===== config.mk =====
export PLATFORM = sky130hd
export DESIGN_NAME = aes_host_sequencer
export DESIGN_NICKNAME = d
export VERILOG_FILES = /design/src/rtl/aes_host_sequencer.sv
export SDC_FILE = /design/constraint.sdc
export NUM_CORES = 1
export LEC_CHECK = 0
export BUFFER_PORTS_ARGS = -buffer_cell sky130_fd_sc_hd__buf_2
export CORE_MARGIN = 2
export CORE_UTILIZATION = 55
export CTS_CLUSTER_DIAMETER = 150
export DETAILED_ROUTE_END_ITERATION = 16
export PLACE_DENSITY = 0.86
export SYNTH_ARGS = -nofsm -noshare
export SYNTH_HDL_FRONTEND = slang
export SYNTH_SLANG_ARGS = --single-unit

===== constraint.sdc =====
create_clock -name clk -period 3.36 [get_ports clk]
set_input_delay 1.008 -clock clk [delete_from_list [all_inputs] [get_ports clk]]
set_output_delay 1.008 -clock clk [all_outputs]
set_load 0.02 [all_outputs]

===== src/rtl/aes_host_sequencer.sv =====
// Host-side master for the 30-pin AES chip: turns one job handshake into the chip's
// config / key / init / block / next / readout pin sequence and returns the result block.
module aes_host_sequencer #(
    parameter int unsigned READ_LAT     = 1,
    parameter int unsigned POLL_TIMEOUT = 1023,
    parameter int unsigned TW           = 10
) (
    input  logic         clk,
    input  logic         rst_n,
    input  logic         job_valid,
    output logic         job_ready,
    input  logic [255:0] job_key,
    input  logic         job_keylen,
    input  logic         job_encdec,
    input  logic         job_rekey,
    input  logic [127:0] job_block,
    output logic         res_valid,
    input  logic         res_ready,
    output logic [127:0] res_data,
    output logic         res_err,
    output logic [3:0]   aes_address,
    output logic [15:0]  aes_data_in,
    input  logic [7:0]   aes_data_out,
    output logic         busy
);

    localparam int unsigned LW = $clog2(READ_LAT + 2);

    typedef enum logic [3:0] {
        StIdle, StCfg, StKeyCmd, StKeyData, StInit, StWaitRdy, StBlkCmd,
        StBlkData, StNext, StWaitVal, StResCmd, StResData, StDone
    } state_e;

    state_e        state_q, state_d;
    logic [3:0]    word_q, word_d;
    logic [LW-1:0] lat_q, lat_d;
    logic [TW-1:0] poll_q, poll_d, poll_inc;
    logic [255:0]  key_q, key_d, key_sh;
    logic [127:0]  block_q, block_d, block_sh;
    logic          keylen_q, keylen_d;
    logic          encdec_q, encdec_d;
    logic          key_loaded_q, key_loaded_d;
    logic [127:0]  res_data_q, res_data_d;
    logic          res_err_q, res_err_d;
    logic [3:0]    addr_q, addr_d;
    logic [15:0]   din_q, din_d;
    logic          sample;

    always_comb begin
        state_d      = state_q;
        word_d       = word_q;
        lat_d        = lat_q;
        poll_d       = poll_q;
        key_d        = key_q;
        block_d      = block_q;
        keylen_d     = keylen_q;
        encdec_d     = encdec_q;
        key_loaded_d = key_loaded_q;
        res_data_d   = res_data_q;
        res_err_d    = res_err_q;
        // Read data is usable once the address has been on the pins READ_LAT cycles.
        sample       = (lat_q == LW'(READ_LAT));
        poll_inc     = poll_q + 1'b1;

        unique case (state_q)
            StIdle: begin
                if (job_valid) begin
                    key_d      = job_key;
                    block_d    = job_block;
                    keylen_d   = job_keylen;
                    encdec_d   = job_encdec;
                    res_data_d = '0;
                    res_err_d  = 1'b0;
                    state_d    = (job_rekey || !key_loaded_q) ? StCfg : StBlkCmd;
                end
            end
            StCfg:    state_d = StKeyCmd;
            StKeyCmd: begin
                state_d = StKeyData;
                word_d  = '0;
            end
            StKeyData: begin
                if (word_q == (keylen_q ? 4'd15 : 4'd7)) begin
                    state_d = StInit;
                    word_d  = '0;
                end else begin
                    word_d = word_q + 4'd1;
                end
            end
            StInit: begin
                state_d = StWaitRdy;
                lat_d   = '0;
                poll_d  = '0;
            end
            StWaitRdy: begin
                if (!sample) begin
                    lat_d = lat_q + 1'b1;
                end else if (aes_data_out[0]) begin
                    key_loaded_d = 1'b1;
                    state_d      = StBlkCmd;
                end else if (poll_inc == TW'(POLL_TIMEOUT)) begin
                    key_loaded_d = 1'b0;
                    res_err_d    = 1'b1;
                    res_data_d   = '0;
                    state_d      = StDone;
                end else begin
                    poll_d = poll_inc;
                end
            end
            StBlkCmd: begin
                state_d = StBlkData;
                word_d  = '0;
            end
            StBlkData: begin
                if (word_q == 4'd7) begin
                    state_d = StNext;
                    word_d  = '0;
                end else begin
                    word_d = word_q + 4'd1;
                end
            end
            StNext: begin
                state_d = StWaitVal;
                lat_d   = '0;
                poll_d  = '0;
            end
            StWaitVal: begin
                if (!sample) begin
                    lat_d = lat_q + 1'b1;
                end else if (aes_data_out[1]) begin
                    state_d = StResCmd;
                    lat_d   = '0;
                end else if (poll_inc == TW'(POLL_TIMEOUT)) begin
                    res_err_d  = 1'b1;
                    res_data_d = '0;
                    state_d    = StDone;
                end else begin
                    poll_d = poll_inc;
                end
            end
            StResCmd: begin
                state_d = StResData;
                word_d  = '0;
                if (!sample) lat_d = lat_q + 1'b1;
            end
            StResData: begin
                if (!sample) begin
                    lat_d = lat_q + 1'b1;
                end else begin
                    res_data_d = {res_data_q[119:0], aes_data_out};
                    if (word_q == 4'd15) begin
                        state_d = StDone;
                    end else begin
                        word_d = word_q + 4'd1;
                    end
                end
            end
            StDone: begin
                if (res_ready) state_d = StIdle;
            end
            default: state_d = StIdle;
        endcase
    end

    // Pin values are derived from the next state so the registered pins line up with it.
    always_comb begin
        addr_d   = '0;
        din_d    = '0;
        key_sh   = key_q << {word_d, 4'b0000};
        block_sh = block_q << {word_d[2:0], 4'b0000};
        case (state_d)
            StCfg: begin
                addr_d = 4'd1;
                din_d  = {14'b0, keylen_d, encdec_d};
            end
            StKeyCmd:  addr_d = 4'd2;
            StKeyData: din_d = key_sh[255:240];
            StInit: begin
                addr_d = 4'd6;
                din_d  = 16'h0001;
            end
            StWaitRdy, StWaitVal: addr_d = 4'd5;
            StBlkCmd:  addr_d = 4'd3;
            StBlkData: din_d = block_sh[127:112];
            StNext: begin
                addr_d = 4'd6;
                din_d  = 16'h0002;
            end
            StResCmd:  addr_d = 4'd7;
            default: ;
        endcase
    end

    always_ff @(posedge clk or negedge rst_n) begin
        if (!rst_n) begin
            state_q      <= StIdle;
            word_q       <= '0;
            lat_q        <= '0;
            poll_q       <= '0;
            key_q        <= '0;
            block_q      <= '0;
            keylen_q     <= 1'b0;
            encdec_q     <= 1'b0;
            key_loaded_q <= 1'b0;
            res_data_q   <= '0;
            res_err_q    <= 1'b0;
            addr_q       <= '0;
            din_q        <= '0;
        end else begin
            state_q      <= state_d;
            word_q       <= word_d;
            lat_q        <= lat_d;
            poll_q       <= poll_d;
            key_q        <= key_d;
            block_q      <= block_d;
            keylen_q     <= keylen_d;
            encdec_q     <= encdec_d;
            key_loaded_q <= key_loaded_d;
            res_data_q   <= res_data_d;
            res_err_q    <= res_err_d;
            addr_q       <= addr_d;
            din_q        <= din_d;
        end
    end

    assign job_ready   = (state_q == StIdle);
    assign busy        = (state_q != StIdle);
    assign res_valid   = (state_q == StDone);
    assign res_data    = res_data_q;
    assign res_err     = res_err_q;
    assign aes_address = addr_q;
    assign aes_data_in = din_q;

endmodule

Yosys cells after proc, flatten, opt, wreduce, memory -nomap -nowiden
Cells that the tools add are included.
{"block": "word_totals", "input_bits": 399, "wordCells": 125, "regBits": 556, "output_inout_bits": 152}
{"block": "classes", "n_reduce_logical": 20, "n_shift": 2, "n_mux": 52, "add_sub_neg": 3, "eq_ne": 35}
{"operator": "$mux W128", "count": 7}
{"operator": "$pmux W128 S4", "count": 1}
{"operator": "$shl A256 B8 Y256", "count": 1}
{"operator": "$shl A128 B7 Y128", "count": 1}
{"operator": "$pmux W16 S5", "count": 1}
{"operator": "$mux W4", "count": 16}
{"operator": "$pmux W4 S13", "count": 1}
{"operator": "$mux W10", "count": 5}
{"operator": "$eq A4 B3 Y1 const B", "count": 9}
{"operator": "$eq A4 B4 Y1 const B", "count": 9}
{"operator": "$pmux W10 S3", "count": 1}
{"operator": "$pmux W3 S6", "count": 1}
{"operator": "$eq A4 B2 Y1 const B", "count": 4}
{"operator": "$pmux W4 S4", "count": 1}
{"operator": "$ne A2 B2 Y1 const B", "count": 7}
{"operator": "$mux W1", "count": 12}
{"operator": "$add A10 B1 Y10 const B", "count": 1}
{"operator": "$eq A10 B10 Y1 const B", "count": 1}
{"operator": "$reduce_bool A3 Y1", "count": 3}
{"operator": "$eq A4 B1 Y1 const B", "count": 2}
{"operator": "$reduce_bool A4 Y1", "count": 2}
{"operator": "$reduce_and A7 Y1", "count": 1}
{"operator": "$mux W2", "count": 3}
{"operator": "$pmux W2 S3", "count": 1}
{"operator": "other kinds (17)", "count": 21}

Logic depth before layout (Yosys ltp)
Gate-level depths: netlist of run 1.
{"block": "depth", "depth_word": 9, "ltp_mapped": 15, "depth_no_buf": 11}

Worst setup path after synthesis of run 1
No wires, ideal clock.
{"block": "synth_timing", "path_type": "reg2reg", "startpoint": "reg state_q[1]", "endpoint": "reg din_q[2], in the netlist aes_data_in[2]", "stages_incl_launch_ff": 11, "synth_period_minus_slack_ps": 2864, "setup_ps": 120, "t_arrival_ps": 2744, "path_slack_ps": 496, "required_ps": 3240, "path_cell_list": "dfrtp_1 buf_2 nor4_1 nand2_1 o32ai_1 nor3_1 a211o_2 buf_6 a211oi_2 nor4_1 and3_1"}
{"block": "synth_between", "word_cells_on_any_way": 35, "classes_between": "eq/ne: 17; shift: 2; mux: 14; reduce/logical: 2"}
{"item": "from (decl)", "line": "34", "source": "state_e state_q, state_d;"}
{"item": "from (signal assigned)", "line": "196", "source": "state_q <= StIdle;"}
{"item": "from (signal assigned)", "line": "210", "source": "state_q <= state_d;"}
{"item": "$logic_not A4 Y1 *"}
{"item": "via job_ready", "line": "11", "source": "output logic job_ready,"}
{"item": "$pmux W4 S13 *", "line": "65", "source": "unique case (state_q)"}
{"item": "$eq A4 B4 Y1, or another cell as far along", "line": "171", "source": "case (state_d)"}
{"item": "$pmux W16 S5 *", "line": "171"}
{"item": "via din_d[2]", "line": "46", "source": "logic [15:0] din_q, din_d;"}
{"item": "to (signal assigned)", "line": "222", "source": "din_q <= din_d;"}
{"item": "to (decl)", "line": "46"}
Mark *: on every way through the listed nets, which the timed path passes. The rest lies on a longest branch.
A chain may end at the register's enable or synchronous reset.

Worst setup path in the final report of run 1
{"block": "layout_timing", "startpoint": "reg word_q[0]", "endpoint": "reg din_q[2], in the netlist aes_data_in[2]"}
{"block": "layout_between", "elab_chain_len": 6, "word_cells_on_any_way": 22, "classes_between": "add/sub: 1; eq/ne: 8; shift: 2; mux: 11"}
{"item": "from (decl)", "line": "35", "source": "logic [3:0] word_q, word_d;"}
{"item": "from (signal assigned)", "line": "211", "source": "word_q <= word_d;"}
{"item": "$add A4 B1 Y4 or $eq A4 B4 Y1 (tied branches)"}
{"item": "$mux W4", "line": "151", "source": "if (word_q == 4'd15) begin"}
{"item": "$mux W4", "line": "147", "source": "if (!sample) begin"}
{"item": "$pmux W4 S4 or $pmux W4 S13 (tied branches)", "line": "65"}
{"item": "$shl A256 B8 Y256, or another cell as far along", "line": "169", "source": "key_sh = key_q << {word_d, 4'b0000};"}
{"item": "$pmux W16 S5 *", "line": "171"}
{"item": "via din_d[2]", "line": "46"}
Marks and branches as above.

==> metrics.cfg, run 1 <==
[status]
status = complete, no violations

[die]
initial_core_util_pct = 55.4
die_w_um = 220
placementRows = 79
dieArea_um2 = 48300
die_y_um = 220
ios = 551
core-area_um2 = 46300

[power]
p_comb_share_pct = 37.1
internal_power_w = 0.0164
power_density_nw_per_um2 = 871
p_leak_nw = 15.9
power_frac_seq_pct = 38.5
peakVddDrop_uv = 471
p_switching_w = 0.0107
switching_share_pct = 39.6
clock_power_share_pct = 24.4
total_power_w = 0.0271

[global_route]
antenna_found_initial = 14
grt_pass1_vias = 22900
grt_max_degree = 246
grt_first_pass_wirelength_um = 131000
overflow = 0
grt.total_usage_pct = 35.7

[sta]
clock_skew_ns = 0.0454
period_minus_slack_ns = 3.21
fin_crit_sh_pct = 95.5
slew_headroom_pct = 19.5
hold_violations = 0
fmax_ghz = 0.312
fin_ws_ns = 0.151
worst_pin_slew_ns = 1.21
setup_violations = 0
tns_ns = 0
slew_violations = 0
rsz0062_at_grt = false

[clock_tree]
clk_latency_ns = 0.64
postCtsHoldBufs = 0
cts_root_buffer = clkbuf_16
cts_setup_buffers = 0
cts_buffer_depth = 3
path_clk_slew_ns = 0.06
cts_tree = done
numCtsBuffers = 55
h-tree-depth = 2
ctsResizeCount = 0
cts.sinks = 554

[drt]
viasPerCell = 5.78
ant_nets = 0
dr_total_vias = 24100
drtPass1Iterations = 7
drt_iter0_drc = 3089
wl_per_cell_um = 20.7
drc_errors = 0
drt_wl_total_um = 86400

[yosys]
synth_ff_type = dfrtp_1
synth_cell_type_count = 81
synth.top_cell.area_share_pct = 54.1
yosysSeqAreaShare_pct = 54.1
synthDominantAreaCellType = dfrtp_1
syn-cell-area_um2 = 25600
synth_area_leaders = dfrtp_1 54%, nand2_1 21%, o21ai_0 3.9%
synth-edff-count = 0
synth_fp_nets = 3447
ys_seq_elements = 554
avgSynthCellArea_um2 = 8.42
syn_inst = 3043
async_reset_ff_share_pct = 100
synth_warnings = 0

[final_layout]
layout_commonest_cell = nand2_1
regArea_um2 = 13900
layout-drive-gt1-share_pct = 22.0
instances_no_fill = 4172
multi_input_area_um2 = 10600
n_fill_cell = 3650
fin_util_pct = 67.2
area_delta_synth_final_pct = 21.5
final_cell_mix = 1456 x nand2_1, 554 x dfrtp_1, 548 x buf_2
fin_nets = 3916

[place]
place.port_buffers = 549
dp_slack_ns = 0.0965
gp_congestion = 0.994
place_inst = 4061
dp_hpwl_um = 61900

[setup_path]
arrival_ns = 3.77
path_class = reg2reg
cp_max_fo = 11
cp.required_ns = 3.92
end_kind = register
start_kind = register

[min_path]
hp-class = in2async

[flow_run]
max_cap_viol_count = 0

==> per-stage QoR <==
| stage | hold slack (ns) | instance area [um^2] |
|---|---|---|
| CTS | 0.319 | 31100 |
| global placement | 0.450 | 29100 |
| floorplan | 0.437 | 25600 |
| finish | 0.299 | 31100 |
| global route | 0.343 | 31100 |
| detailed placement | 0.453 | 29100 |
==> critical path, stage by stage (launching register included) <==
cell,delay [ns]
dfrtp_1,0.41
ha_1,0.22
buf_4,0.16
nand3_1,0.16
nand2_1,0.10
a211oi_1,0.31
a31o_4,0.27
inv_2,0.14
buf_4,0.20
nand3_1,0.11
a211oi_1,0.09
buf_4,0.14
a311oi_1,0.49
buf_4,0.20
and3_1,0.14
==> flip-flops by register name, summed over array words and instances (netlist names) <==
name and flops:
key_q 256, block_q 128, res_data 128, aes_data_in 16, poll_q 10, state_q 4
word_q 4, aes_address 3, lat_q 2, key_loaded_q 1, keylen_q 1, res_err 1
==> kinds of logic after synthesis <==
| kind of cell | synth area share, % |
|---|---|
| muxes | 1.59 |
| adders and majority gates | 0.244 |
| xor gates and xnor gates | 0.0684 |
| buffers and inverters | 4.74 |
| and+or+nand+nor | 25.9 |
| other | 0.0146 |
| DFF | 54.1 |
| AOI/OAI and AO/OA | 13.3 |
==> area by class of cell <==
| cell class | count | area share [%] |
|---|---|---|
| sequential | 554 | 44.6 |
| multi-input combinational | 2199 | 34.0 |
| timing repair buffer | 636 | 11.8 |
| clock buffer | 77 | 5.14 |
| tap | 607 | 2.44 |
| clock inverter | 24 | 1.10 |
| inverter | 66 | 0.817 |
| antenna | 9 | 0.0724 |
==> final timing paths <==
path,from,to,slack (ns),depth (start not counted)
setup / recovery,word_q[0],aes_data_in[2],0.15,14
max in group asynchronous,rst_n,key_q[132],2.07,2
hold / removal,rst_n,res_data[2],0.30,1
min in group clk,block_q[106],block_q[106],0.47,2
setup reg to reg,word_q[0],aes_data_in[2],0.15,14
hold reg to reg,block_q[106],block_q[106],0.47,2
==> routing by layer <==
metal  share of wire, %  track usage, %
met1                 38            45.7
met2                 46            55.9
met3                 10            8.13
met4                6.5            21.1
met5              0.066               0
==> power by group through the flow <==
stage	registers [W]	logic, W	clock network [W]
finish	0.0104	0.0101	0.00661
global route	0.0106	0.0110	0.00689
CTS	0.0104	0.00987	0.00663
detailed placement	0.0104	0.00978	0
global placement	0.0104	0.00965	0
floorplan	0.00993	0.00650	0
==> cells in the mapped netlist (3+ instances only) <==
library cell / n
nand2_1: 1457
nor3_1: 5
clkbuf_1: 164
a21o_1: 4
a31oi_1: 6
o31ai_1: 4
ha_1: 5
a311oi_1: 14
and2_1: 6
a211oi_2: 9
buf_4: 12
dfrtp_1: 554
nand2b_1: 6
buf_1: 4
o211ai_1: 104
nand4_1: 5
and3_1: 56
a21oi_1: 20
buf_6: 3
o21ai_0: 201
o21ai_1: 3
nor2b_1: 5
nor2_1: 18
inv_1: 62
mux4_2: 10
a211oi_1: 87
nand3_1: 67
nor4_1: 17
buf_2: 41
o21bai_1: 14
mux2i_1: 17
(Power assumes the default switching activity.)
==> inputs of run 2 (changes only) <==
--- a/config.mk
+++ b/config.mk
@@ -6,11 +6,12 @@
 export NUM_CORES = 1
 export LEC_CHECK = 0
 export BUFFER_PORTS_ARGS = -buffer_cell sky130_fd_sc_hd__buf_2
-export CORE_MARGIN = 2
-export CORE_UTILIZATION = 55
+export CORE_MARGIN = 1
+export CORE_UTILIZATION = 40
 export CTS_CLUSTER_DIAMETER = 150
+export CTS_CLUSTER_SIZE = 8
 export DETAILED_ROUTE_END_ITERATION = 16
-export PLACE_DENSITY = 0.86
+export PLACE_DENSITY = 0.68
 export SYNTH_ARGS = -nofsm -noshare
 export SYNTH_HDL_FRONTEND = slang
 export SYNTH_SLANG_ARGS = --single-unit
==> metrics.cfg, run 2 (same netlist as run 1, synthesis figures left out) <==
[setup_path]
arrival_ns = 3.68  ; was 3.77 ns
cp.required_ns = 3.85  ; was 3.92 ns
start_kind = register  ; unchanged
cp_max_fo = 52  ; was 11
ff2ff_path_depth = 11  ; was 14
end_kind = register  ; unchanged
path_class = reg2reg  ; unchanged

[final_layout]
fin_nets = 3935  ; was 3916
layout_commonest_cell = nand2_1  ; unchanged
regArea_um2 = 13900  ; unchanged
fin_util_pct = 49.9  ; was 67.2%
multi_input_area_um2 = 10600  ; about the same
area_delta_synth_final_pct = 23.1  ; was 21.5%
instances_no_fill = 4390  ; was 4172
largest_register = key_q  ; unchanged
layout-drive-gt1-share_pct = 21.9  ; was 22.0%
final_cell_mix = 1456 x nand2_1, 554 x dfrtp_1, 548 x buf_2  ; unchanged
n_fill_cell = 5986  ; was 3650
largest_reg_flops = 256  ; unchanged

[die]
die_y_um = 255  ; was 220 um
core-area_um2 = 63200  ; was 46300 um^2
placementRows = 92  ; was 79
ios = 551  ; unchanged
dieArea_um2 = 65000  ; was 48300 um^2
die_w_um = 255  ; was 220 um
initial_core_util_pct = 40.5  ; was 55.4%

[global_route]
grt_first_pass_wirelength_um = 136000  ; was 131000 um
grt_max_degree = 247  ; was 246
grt.total_usage_pct = 27.7  ; was 35.7%
antenna_found_initial = 17  ; was 14
grt_pass1_vias = 22700  ; was 22900
overflow = 0  ; unchanged

[clock_tree]
cts_tree = done  ; unchanged
cts_buffer_depth = 3  ; unchanged
h-tree-depth = 3  ; was 2
clk_latency_ns = 0.61  ; was 0.64 ns
path_clk_slew_ns = 0.05  ; was 0.06 ns
cts.sinks = 554  ; unchanged
cts_root_buffer = clkbuf_16  ; unchanged
numCtsBuffers = 79  ; was 55

[sta]
tns_ns = 0  ; unchanged
period_minus_slack_ns = 3.19  ; was 3.21 ns
clock_skew_ns = 0.0291  ; was 0.0454 ns
fmax_ghz = 0.314  ; was 0.312 GHz
slew_violations = 0  ; unchanged
worst_pin_slew_ns = 1.39  ; was 1.21 ns
whs_ns = 0.339  ; was 0.299 ns
setup_violations = 0  ; unchanged
hold_violations = 0  ; unchanged
rsz0062_at_grt = false  ; unchanged
slew_headroom_pct = 7.18  ; was 19.5%
fin_crit_sh_pct = 94.9  ; was 95.5%

[flow_run]
max_cap_viol_count = 0  ; unchanged

[drt]
drt_iter0_drc = 2444  ; was 3089
drtPass1Iterations = 8  ; was 7
drc_errors = 0  ; unchanged
drt_wl_total_um = 90900  ; was 86400 um
wl_per_cell_um = 20.7  ; about the same
ant_nets = 0  ; unchanged
viasPerCell = 5.35  ; was 5.78
dr_total_vias = 23500  ; was 24100

[place]
dp_hpwl_um = 66000  ; was 61900 um
place.port_buffers = 549  ; unchanged
gp_congestion = 0.946  ; was 0.994
place_inst = 4295  ; was 4061

[status]
status = complete, no violations  ; unchanged

[power]
peakVddDrop_uv = 453  ; was 471 uV
power_density_nw_per_um2 = 870  ; was 871 nW/um^2
p_leak_nw = 15.9  ; about the same

[min_path]
hp-class = in2async  ; unchanged

## run 2: cell types whose count changed in the layout (fill, tap and decap cells not counted), sizes merged
cell	previous run	this run
inv	66	67
clkbuf	77	80
buf	636	631
clkinv	14	4
bufinv	7	0
clkinvlp	3	0
## run 2: timing repair
item / 4_1_cts / 5_1_grt
buffers inserted: 0 / 1
setup endpoints to repair: 0 / 6
hold buffers: 0 / 0
gates resized for setup: 0 / 4
## run 2: path summary, 6_finish.rpt
path	from	to	slack, ns
max	word_q[1]	aes_data_in[12]	0.17
min	rst_n	res_data[4]	0.34
max reg2reg	word_q[1]	aes_data_in[12]	0.17
min reg2reg	block_q[122]	block_q[122]	0.46
max in group asynchronous	rst_n	key_q[6]	2.10
min in group clk	block_q[122]	block_q[122]	0.46
## run 2: stage by stage
step / area [um^2] / power (W) / setup WS (ns)
after floorplan: 25600 / 0.0164 / 0.496
after global placement: 29400 / 0.0201 / 0.218
after detailed placement: 29400 / 0.0202 / 0.113
after CTS: 31500 / 0.0274 / 0.0801
after global routing: 31500 / 0.0290 / 0.0597
final: 31500 / 0.0274 / 0.172
## run 2: worst max-delay path, cell delays in order, from the launching register on
cell	delay, ns
dfrtp_1	0.39
ha_1	0.34
nand2_1	0.20
a21o_1	0.25
a31oi_4	0.21
o21ai_4	0.09
inv_2	0.26
buf_12	0.28
o211ai_1	0.21
a211oi_1	0.51
nor4_1	0.08
and3_1	0.20
## run 2: routing by layer
metal | wire (um) | track usage [%] | vias up
met5 | 92 | 0 | -
met2 | 40700 | 42.6 | 1020
met3 | 7530 | 6.00 | 219
li1 | - | - | 11000
met4 | 4270 | 13.2 | 14
met1 | 38300 | 37.2 | 11300
## run 2: layout make-up
class | instances | share of cell area, %
well taps | 846 | 3.36
multi-input cells | 2199 | 33.6
diodes | 9 | 0.0715
repair buffers | 631 | 11.6
clock buffers | 80 | 6.35
inverters | 66 | 0.806
clock inverters | 5 | 0.163
flip-flops and latches | 554 | 44.0
## run 2: where the power goes
group          internal, W  switching [W]  total [W]
Clock              0.00417        0.00285    0.00702
Sequential         0.00897        0.00152     0.0105
Combinational      0.00348        0.00644    0.00992
